--- src/rtl/jtkcpu_intctl_if.sv ---
// CPU-side bus into the jtkcpu interrupt/sim-control block.
//   cs   : block select from the address decoder
//   we   : CPU write strobe
//   addr : register select (0 CTRL, 1 DLY, 2 STATUS, 3 CNT)
//   din  : CPU write data
//   dout : read data, combinational from addr
interface jtkcpu_intctl_if;
  logic       cs;
  logic       we;
  logic [1:0] addr;
  logic [7:0] din;
  logic [7:0] dout;

  modport master (output cs, we, addr, din, input  dout);
  modport slave  (input  cs, we, addr, din, output dout);
endinterface

--- src/rtl/jtkcpu_intctl.sv ---
// Interrupt and simulation-control sequencer feeding the jtkcpu interrupt pins.
// A CTRL write latches the nmi/firq/irq requests and starts a delay of dly+1
// cen2 ticks; when it expires, every requested line asserts. Clearing a
// request drops its line on the next tick. Also latches the pass flag and
// produces a sticky finish flag FINISH_DLY ticks after a finish request.
// Ports:
//   clk, rst               : clock, asynchronous active-high reset
//   cen2                   : clock enable; state only moves on cen2 edges
//   bus                    : CPU register interface (slave side)
//   nmi_n, firq_n, irq_n   : active-low interrupt lines to the CPU
//   good                   : latched pass flag
//   finish                 : sticky end-of-simulation flag
module jtkcpu_intctl #(
  parameter int FINISH_DLY = 20,
  parameter int CW         = 8
) (
  input  logic               clk,
  input  logic               rst,
  input  logic               cen2,
  jtkcpu_intctl_if.slave     bus,
  output logic               nmi_n,
  output logic               firq_n,
  output logic               irq_n,
  output logic               good,
  output logic               finish
);
  localparam int FW = (FINISH_DLY < 2) ? 1 : $clog2(FINISH_DLY + 1);

  typedef enum logic { S_IDLE, S_WAIT } state_t;

  // bit 2 = nmi, bit 1 = firq, bit 0 = irq (matches din[7:5])
  logic [2:0]    req_q, req_d, line_q, line_d;
  logic [CW-1:0] dly_q, dly_d, cnt_q, cnt_d;
  state_t        state_q, state_d;
  logic          good_q, good_d, finish_q, finish_d;
  logic          farm_q, farm_d;   // finish countdown in progress
  logic [FW-1:0] fcnt_q, fcnt_d;
  logic          wr, wr_ctrl, wr_dly, fire;

  assign wr      = cen2 & bus.cs & bus.we;
  assign wr_ctrl = wr & (bus.addr == 2'd0);
  assign wr_dly  = wr & (bus.addr == 2'd1);

  always_comb begin
    req_d    = req_q;
    line_d   = line_q;
    dly_d    = dly_q;
    cnt_d    = cnt_q;
    state_d  = state_q;
    good_d   = good_q;
    finish_d = finish_q;
    farm_d   = farm_q;
    fcnt_d   = fcnt_q;
    fire     = 1'b0;
    if (cen2) begin
      // A CTRL write restarts the delay and suppresses a fire on the same edge.
      if (wr_ctrl) begin
        cnt_d   = dly_q;
        state_d = S_WAIT;
      end else if (state_q == S_WAIT) begin
        if (cnt_q == '0) begin
          fire    = 1'b1;
          state_d = S_IDLE;
        end else begin
          cnt_d = cnt_q - CW'(1);
        end
      end
      // Old req is used: clears take effect one tick after the write, and a
      // newly set request has to wait for the next fire.
      line_d = req_q & (line_q | {3{fire}});
      if (wr_ctrl) begin
        req_d  = bus.din[7:5];
        good_d = bus.din[1];
      end
      if (wr_dly) dly_d = bus.din[CW-1:0];
      // Finishing on the fcnt<=1 tick also covers FINISH_DLY of 0 and 1.
      if (wr_ctrl && bus.din[0]) begin
        fcnt_d = FW'(FINISH_DLY);
        farm_d = 1'b1;
      end else if (farm_q) begin
        if (fcnt_q <= FW'(1)) begin
          finish_d = 1'b1;
          farm_d   = 1'b0;
          fcnt_d   = '0;
        end else begin
          fcnt_d = fcnt_q - FW'(1);
        end
      end
    end
  end

  always_ff @(posedge clk or posedge rst) begin
    if (rst) begin
      req_q    <= '0;
      line_q   <= '0;
      dly_q    <= '0;
      cnt_q    <= '0;
      state_q  <= S_IDLE;
      good_q   <= 1'b0;
      finish_q <= 1'b0;
      farm_q   <= 1'b0;
      fcnt_q   <= '0;
    end else begin
      req_q    <= req_d;
      line_q   <= line_d;
      dly_q    <= dly_d;
      cnt_q    <= cnt_d;
      state_q  <= state_d;
      good_q   <= good_d;
      finish_q <= finish_d;
      farm_q   <= farm_d;
      fcnt_q   <= fcnt_d;
    end
  end

  always_comb begin
    case (bus.addr)
      2'd0:    bus.dout = {req_q, 3'b000, good_q, finish_q};
      2'd1:    bus.dout = 8'(dly_q);
      2'd2:    bus.dout = {line_q, state_q == S_WAIT, 4'b0000};
      default: bus.dout = 8'(cnt_q);
    endcase
  end

  assign nmi_n  = ~line_q[2];
  assign firq_n = ~line_q[1];
  assign irq_n  = ~line_q[0];
  assign good   = good_q;
  assign finish = finish_q;
endmodule

--- src/flat_wrapper.sv ---
// flat-port wrapper written by rule: the top's interface ports become plain ports
module jtkcpu_intctl_flat 
#(
  parameter int FINISH_DLY = 20,
  parameter int CW         = 8
)
  (clk, rst, cen2, nmi_n, firq_n, irq_n, good, finish, bus_cs, bus_we, bus_addr, bus_din, bus_dout);
  jtkcpu_intctl_if bus_i ();
  input  logic clk;
  input  logic rst;
  input  logic cen2;
  output logic nmi_n;
  output logic firq_n;
  output logic irq_n;
  output logic good;
  output logic finish;
  input wire logic [$bits(bus_i.cs)-1:0] bus_cs;
  input wire logic [$bits(bus_i.we)-1:0] bus_we;
  input wire logic [$bits(bus_i.addr)-1:0] bus_addr;
  input wire logic [$bits(bus_i.din)-1:0] bus_din;
  output wire logic [$bits(bus_i.dout)-1:0] bus_dout;
  assign bus_i.cs = bus_cs;
  assign bus_i.we = bus_we;
  assign bus_i.addr = bus_addr;
  assign bus_i.din = bus_din;
  assign bus_dout = bus_i.dout;
  jtkcpu_intctl #(.FINISH_DLY(FINISH_DLY), .CW(CW)) u_core (.clk(clk), .rst(rst), .cen2(cen2), .bus(bus_i), .nmi_n(nmi_n), .firq_n(firq_n), .irq_n(irq_n), .good(good), .finish(finish));
endmodule
--- config.mk ---
export PLATFORM = sky130hd
export DESIGN_NAME = jtkcpu_intctl_flat
export DESIGN_NICKNAME = d
export VERILOG_FILES = /design/src/rtl/jtkcpu_intctl_if.sv /design/src/rtl/jtkcpu_intctl.sv /design/src/flat_wrapper.sv
export SDC_FILE = /design/constraint.sdc
export NUM_CORES = 1
export LEC_CHECK = 0
export ABC_CLOCK_PERIOD_IN_PS = 1870
export CORE_AREA = 3 3 56 68
export CTS_BUF_LIST = sky130_fd_sc_hd__clkbuf_2 sky130_fd_sc_hd__clkbuf_4 sky130_fd_sc_hd__clkbuf_8
export DETAILED_ROUTE_END_ITERATION = 16
export DIE_AREA = 0 0 59 71
export HOLD_SLACK_MARGIN = 0.06
export PLACE_DENSITY = 0.79
export SLEW_MARGIN = 20
export SYNTH_ARGS = -nofsm -noshare
export SYNTH_HDL_FRONTEND = slang
export SYNTH_SLANG_ARGS = --single-unit
--- constraint.sdc ---
create_clock -name clk -period 1.87 [get_ports clk]
set_input_delay 0.187 -clock clk [delete_from_list [all_inputs] [get_ports clk]]
set_output_delay 0.187 -clock clk [all_outputs]
set_load 0.02 [all_outputs]
==> results of run 1 <==
## power by group
part / internal (W) / switching [W]
combinational: 0.000528 / 0.000541
clock: 0.000431 / 0.000261
sequential: 0.000899 / 0.000276
total: 0.00186 / 0.00108
## metal layers
metal,share of wire [%],track usage [%],wire length [microns],vias to the layer above
met4,2.4,11.6,97,0
met2,50,35.4,2060,54
met5,0,0,0,-
li1,-,-,-,659
met3,5.0,6.57,205,11
met1,42,27.7,1740,713
## worst min-delay path: cells and delay by family
kind | cells | cell delay [ns]
buffers and inverters | 3 | 0.80
## logic make-up after synthesis
kind of cell             Yosys count
AO/OA/AOI/OAI                     34
XOR/XNOR                           3
adder cells (fa/ha/maj)            4
buffers and inverters             19
flip-flops                        31
multiplexers                      21
AND/OR/NAND/NOR                   48
## stage by stage
stage	setup slack [ns]	util, %	total power (W)	instance area, sq um	instances
2_1_floorplan	0.413	-	0.00186	1730	160
3_3_place_gp	-0.234	63.7	0.00223	2090	230
3_5_place_dp	-0.197	63.7	0.00227	2090	230
4_1_cts	0.0249	67.0	0.00293	2200	238
5_1_grt	0.0497	67.3	0.00314	2210	239
6_report	0.0962	67.3	0.00294	2210	239
## cells in the mapped netlist
cell and instances:
nand3_1 10, o311ai_2 1, a41oi_1 1, o22ai_1 1
o21ai_0 12, or4_1 1, o31ai_1 1, dfrtp_1 31
a211oi_1 1, o21bai_1 3, a21oi_1 7, nand2_1 14
nand4b_1 2, inv_1 14, mux2i_1 6, buf_6 2
a211o_1 1, mux4_2 3, mux2_2 9, and2_4 1
a311o_1 1, nand4_1 2, nor2_1 6, ha_1 4
xor2_1 1, xnor2_1 2, buf_2 3, and3b_1 2
o22a_1 3, nor3_1 2, nor4b_4 1, o21a_1 1
and4b_1 2, nand2_2 2, mux2_4 3, nor3_2 1
nor3b_1 1, a21boi_0 1, nor3_4 1
## cell type report
type	count	area, sq um
fill	279	1070
timing repair buffer	39	352
inverter	14	52.6
clock buffer	6	82.6
sequential	31	776
multi-input combinational	110	863
tap	37	46.3
clock inverter	2	35.0
## worst min-delay path by stage
| stage | from | to | slack [ns] | cells after the start |
|---|---|---|---|---|
| 2_1_floorplan | rst | u_core.cnt_q[0] | 0.29 | 1 |
| 3_3_place_gp | u_core.dly_q[6] | u_core.cnt_q[6] | 0.49 | 2 |
| 3_5_place_dp | u_core.dly_q[2] | u_core.cnt_q[2] | 0.50 | 2 |
| 4_1_cts | rst | u_core.dly_q[6] | 0.28 | 3 |
| 5_1_grt | rst | u_core.req_q[1] | 0.33 | 3 |
| 6_report | rst | u_core.dly_q[6] | 0.27 | 3 |
## repair_timing
| action | CTS | global route |
|---|---|---|
| setup buffers | 0 | 1 |
| resized for setup | 8 | 5 |
| endpoints found under the setup margin | 8 | 4 |
## state kept, by name (all words and copies together) (netlist names)
| name | cells |
|---|---|
| u_core.farm_q | 1 |
| u_core.finish | 1 |
| u_core.good | 1 |
| u_core.dly_q | 8 |
| u_core.cnt_q | 8 |
| u_core.line_q | 3 |
| u_core.state_q | 1 |
| u_core.fcnt_q | 5 |
| u_core.req_q | 3 |
==> metrics.txt, run 1 <==
Crit path depth 2; First-pass DRT Iterations 4; CTS Buf Count 5; CP cell instances mux4_2 -> dlygate4sd2_1; final hold vios 0; CTS Hold Bufs 0; share of cells above drive strength 1 21.3%; maximum buffer depth of the clock tree 2; Fin Clk Skew roughly 0.008 ns; R2R depth 7; compound-gate portion of the synthesized area between 10 and 15%; part of the Yosys area used for sequential elements 44.9%; Max VDD drop around 0.92 mV; Vias/cell around 6.0; antenna violations before repair 0; Routed Antenna Nets 0; Static Leak 1.03 nW; most common library cell in the layout ignoring fill and taps dfrtp_1; Hold Slack ~0.27 ns; GRT overflow 0; diode count 0; number of cell rows 23; Top delay family on crit path multiplexers; Mapped Nets 179; critical path class register to output pin; core footprint 3280 sq um; Syn. warnings 0; flop2flop setup slack ~0.19 ns; most area-hungry cell type in the Yosys netlist dfrtp_1; flops & latches, synth 31; gpl congestion approximately 0.83; fmax ~560 MHz; most frequent cells in the layout dfrtp_1 (31), clkdlybuf4s50_1 (17), nand2_1 (14), inv_1 (14); DIE AREA 4190 sq um; CTS root buffer clkbuf_8; Initial Utilization ~53%; Slew @ Worst Pin ~0.42 ns; synth unique cells 39; Critical Path Sink bus_dout[6]; largest family of logic cells by synthesized area simple AND/OR/NAND/NOR gates; worst skew pair latency 0.29 ns; CP max-delay cell mux4_2; RR Endpoint u_core.cnt_q[5]; critical path's largest stage delay about 0.5 ns; WP data arrival 1.59 ns; largest net degree at the start of global routing 32; status finished, final reports clean; Die Y approximately 70 microns; vias between 1,000 and 1,500; post-route setup TNS 0 ns; syn_area_per_cell 10.8 sq um; max-cap viol count 0; Slew Viols, Final 0; total routed wirelength roughly 4000 microns; Buffers on Ports 27; synthesized area 1730 sq um; I/O pins 28; WP buf/inv 1; Hold Crit Class input pin to asynchronous set/reset pin; Critical Path End Type output pin; area delta synth->final 27.6%; Area contributors post-synth dfrtp_1 (45%), mux2_2 (5.9%), mux4_2 (3.9%), mux2i_1 (3.5%), o21ai_0 (3.5%); Worst Path Max Fanout 4; Post-Synth Adder-Cell Area 2.89%; Synth Area in Simple Gates between 10% and 20%; DRC 0; power per cell area around 1300 nW/um^2; XOR/XNOR Fraction of Synth Area 1.52%; vias in the first global route 1,515; Die Wd ~59 microns; Reg clk slew, reported paths about 0.070 ns; WP data required around 1.7 ns; post-synthesis mux area share between 10% and 20%; CTS tree done; # setup viols final 0; Cells after Synth 160; H-tree Lvls 2; All-Layer GR Usage a little under a quarter; FF-to-FF Start u_core.cnt_q[1]; fin crit period roughly 1.8 ns; area share of the largest cell type after synthesis between 40 and 50%; global-route wire length before repair 7060 microns; Layout Nets 220; clock sink count 31; Worst slew margin between 70% and 80%; HPWL Detailed approximately 3100 microns; First DRT Iteration DRCs a little under 100; startpoint types register; wire per inst about 17 microns; crit path launch u_core.cnt_q[6]; RSZ-0062 raised after global routing false; period utilisation layout between 90% and 100%
Power figures use the tool's default switching activity.
==> run 2, diff against run 1 <==
CTS_CLUSTER_SIZE = 25   (was default)
SKIP_CTS_REPAIR_TIMING = 1   (was default)
==> metrics.txt, run 2 (synthesis gave the netlist of run 1 again) <==
area of the multi-input gates 863 sq um (unchanged); I/O pins 28 (unchanged); Static Leak 1.10 nW (+7.0%); RSZ-0062 raised after global routing false; All-Layer GR Usage 22.5% (unchanged); Largest regs u_core.cnt_q: 8 flops, u_core.dly_q: 8 flops, u_core.fcnt_q: 5 flops; Layout Nets 220 (unchanged); CTS tree done; most common library cell in the layout ignoring fill and taps dfrtp_1; GRT overflow 0 (unchanged); gpl congestion 0.829 (unchanged); Filler cells 267 (-4.3%); Max VDD drop 0.907 mV (-0.98%); WP data arrival 1.94 ns (+0.35 ns); First DRT Iteration DRCs 97 (unchanged); most frequent cells in the layout dfrtp_1 (31), clkdlybuf4s50_1 (19), nand2_1 (14), inv_1 (14); Hold Slack 0.274 ns (+0.00157 ns); Final WS setup 0.106 ns (+0.00937 ns); vias 1,436 (-0.070%); Worst slew margin 71.5% (-0.35 points); cell area after layout 2240 sq um (+1.3%); power per cell area 1320 nW/um^2 (-0.62%); critical path class input pin to register; Die Wd 59 microns (unchanged); Slew Viols, Final 0 (unchanged); Routed Antenna Nets 0 (unchanged); fin crit period 1.76 ns (-0.00937 ns); Die Y 71 microns (unchanged); Vias/cell 6.01 (about the same); Place WS -0.197 ns (unchanged); global-route wire length before repair 7060 microns (unchanged); met1 Use GR 27.7% (unchanged); area delta synth->final 29.3%; CTS root buffer clkbuf_8; DRC 0 (unchanged); CTS Buf Count 5 (unchanged); DIE AREA 4190 sq um (unchanged); Reg clk slew, reported paths 0.07 ns (about the same); period utilisation layout 94.4% (-0.50 points); number of cell rows 23 (unchanged); worst skew pair latency 0.29 ns (about the same); # setup viols final 0 (unchanged); wire per inst 17.3 microns (+0.54%); vias in the first global route 1,515 (unchanged); Slew @ Worst Pin 0.428 ns (+0.00521 ns); Util after Layout 68.2% (+0.88 points); max-cap viol count 0 (unchanged); total routed wirelength 4130 microns (+0.54%); largest net degree at the start of global routing 32 (unchanged); fmax 567 MHz (+0.53%); clock sink count 31 (unchanged); First-pass DRT Iterations 5 (+1); GR peak layer met2; final hold vios 0 (unchanged); status finished, final reports clean; met3 Use GR 6.57% (unchanged); maximum buffer depth of the clock tree 2 (unchanged); Fin Clk Skew 0.00621 ns (-0.00168 ns); core footprint 3280 sq um (unchanged); Critical Path End Type register; HPWL Detailed 3100 microns (unchanged); WP data required 2.04 ns (+0.36 ns); antenna violations before repair 0 (unchanged); Total Power 0.00295 W (+0.67%); Buffers on Ports 27 (unchanged); Hold Crit Class input pin to asynchronous set/reset pin; share of cells above drive strength 1 20.8% (-0.50 points); Initial Utilization 52.7% (unchanged); startpoint types input pin; Worst Path Max Fanout 11 (+7); Placement Cell Area 2090 sq um (unchanged); storage element area 776 sq um (unchanged); GR Util met2 35.4% (unchanged); H-tree Lvls 2 (unchanged); diode count 0 (unchanged)
-- run 2: cell types whose count changed in the layout (fill, tap and decap cells not counted), sizes merged --
cell	delta
dlygate4sd2	-7
dlymetal6s2s	+6
clkdlybuf4s50	+2
clkbuf	-1
-- run 2: final timing paths --
| path | cells past startpoint | start | endpoint | slack (ns) |
|---|---|---|---|---|
| max in group asynchronous | 3 | rst | u_core.cnt_q[4] | 1.31 |
| worst min register to register | 2 | u_core.dly_q[6] | u_core.cnt_q[6] | 0.52 |
| worst max-delay path | 6 | bus_addr[1] | u_core.state_q | 0.11 |
| worst min-delay path | 3 | rst | u_core.dly_q[6] | 0.27 |
| min in group clk | 2 | bus_din[3] | u_core.dly_q[3] | 0.51 |
| worst max register to register | 7 | u_core.cnt_q[1] | u_core.cnt_q[5] | 0.19 |
-- run 2: routing by layer --
metal  up-vias  routed length (microns)
met5         -                        0
met4         0                       75
li1        661                        -
met3         7                      268
met2        55                     2070
met1       713                     1710
-- run 2: worst max-delay path, stage by stage --
cell	delay [ns]
clkdlybuf4s50_1	0.58
buf_4	0.22
and4b_1	0.26
and2_4	0.24
buf_4	0.18
a211o_1	0.26
-- run 2: metrics by stage --
stage | cells | TNS, ns
after global placement | 230 | -2.88
final | 239 | 0
after global routing | 239 | 0
after floorplan | 160 | 0
after detailed placement | 230 | -4.50
after CTS | 238 | -1.36
-- run 2: cell type report --
cell class | instances | share of cell area (%)
clock buffer | 6 | 3.69
clock inverter | 2 | 1.57
inverter | 14 | 2.35
multi-input combinational | 110 | 38.6
sequential | 31 | 34.7
tap | 37 | 2.07
timing repair buffer | 39 | 17.0
-- run 2: power by group --
group	switching [W]	internal (W)	total, W
Clock	0.000258	0.000431	0.000689
Combinational	0.000540	0.000553	0.00109
Sequential	0.000274	0.000899	0.00117
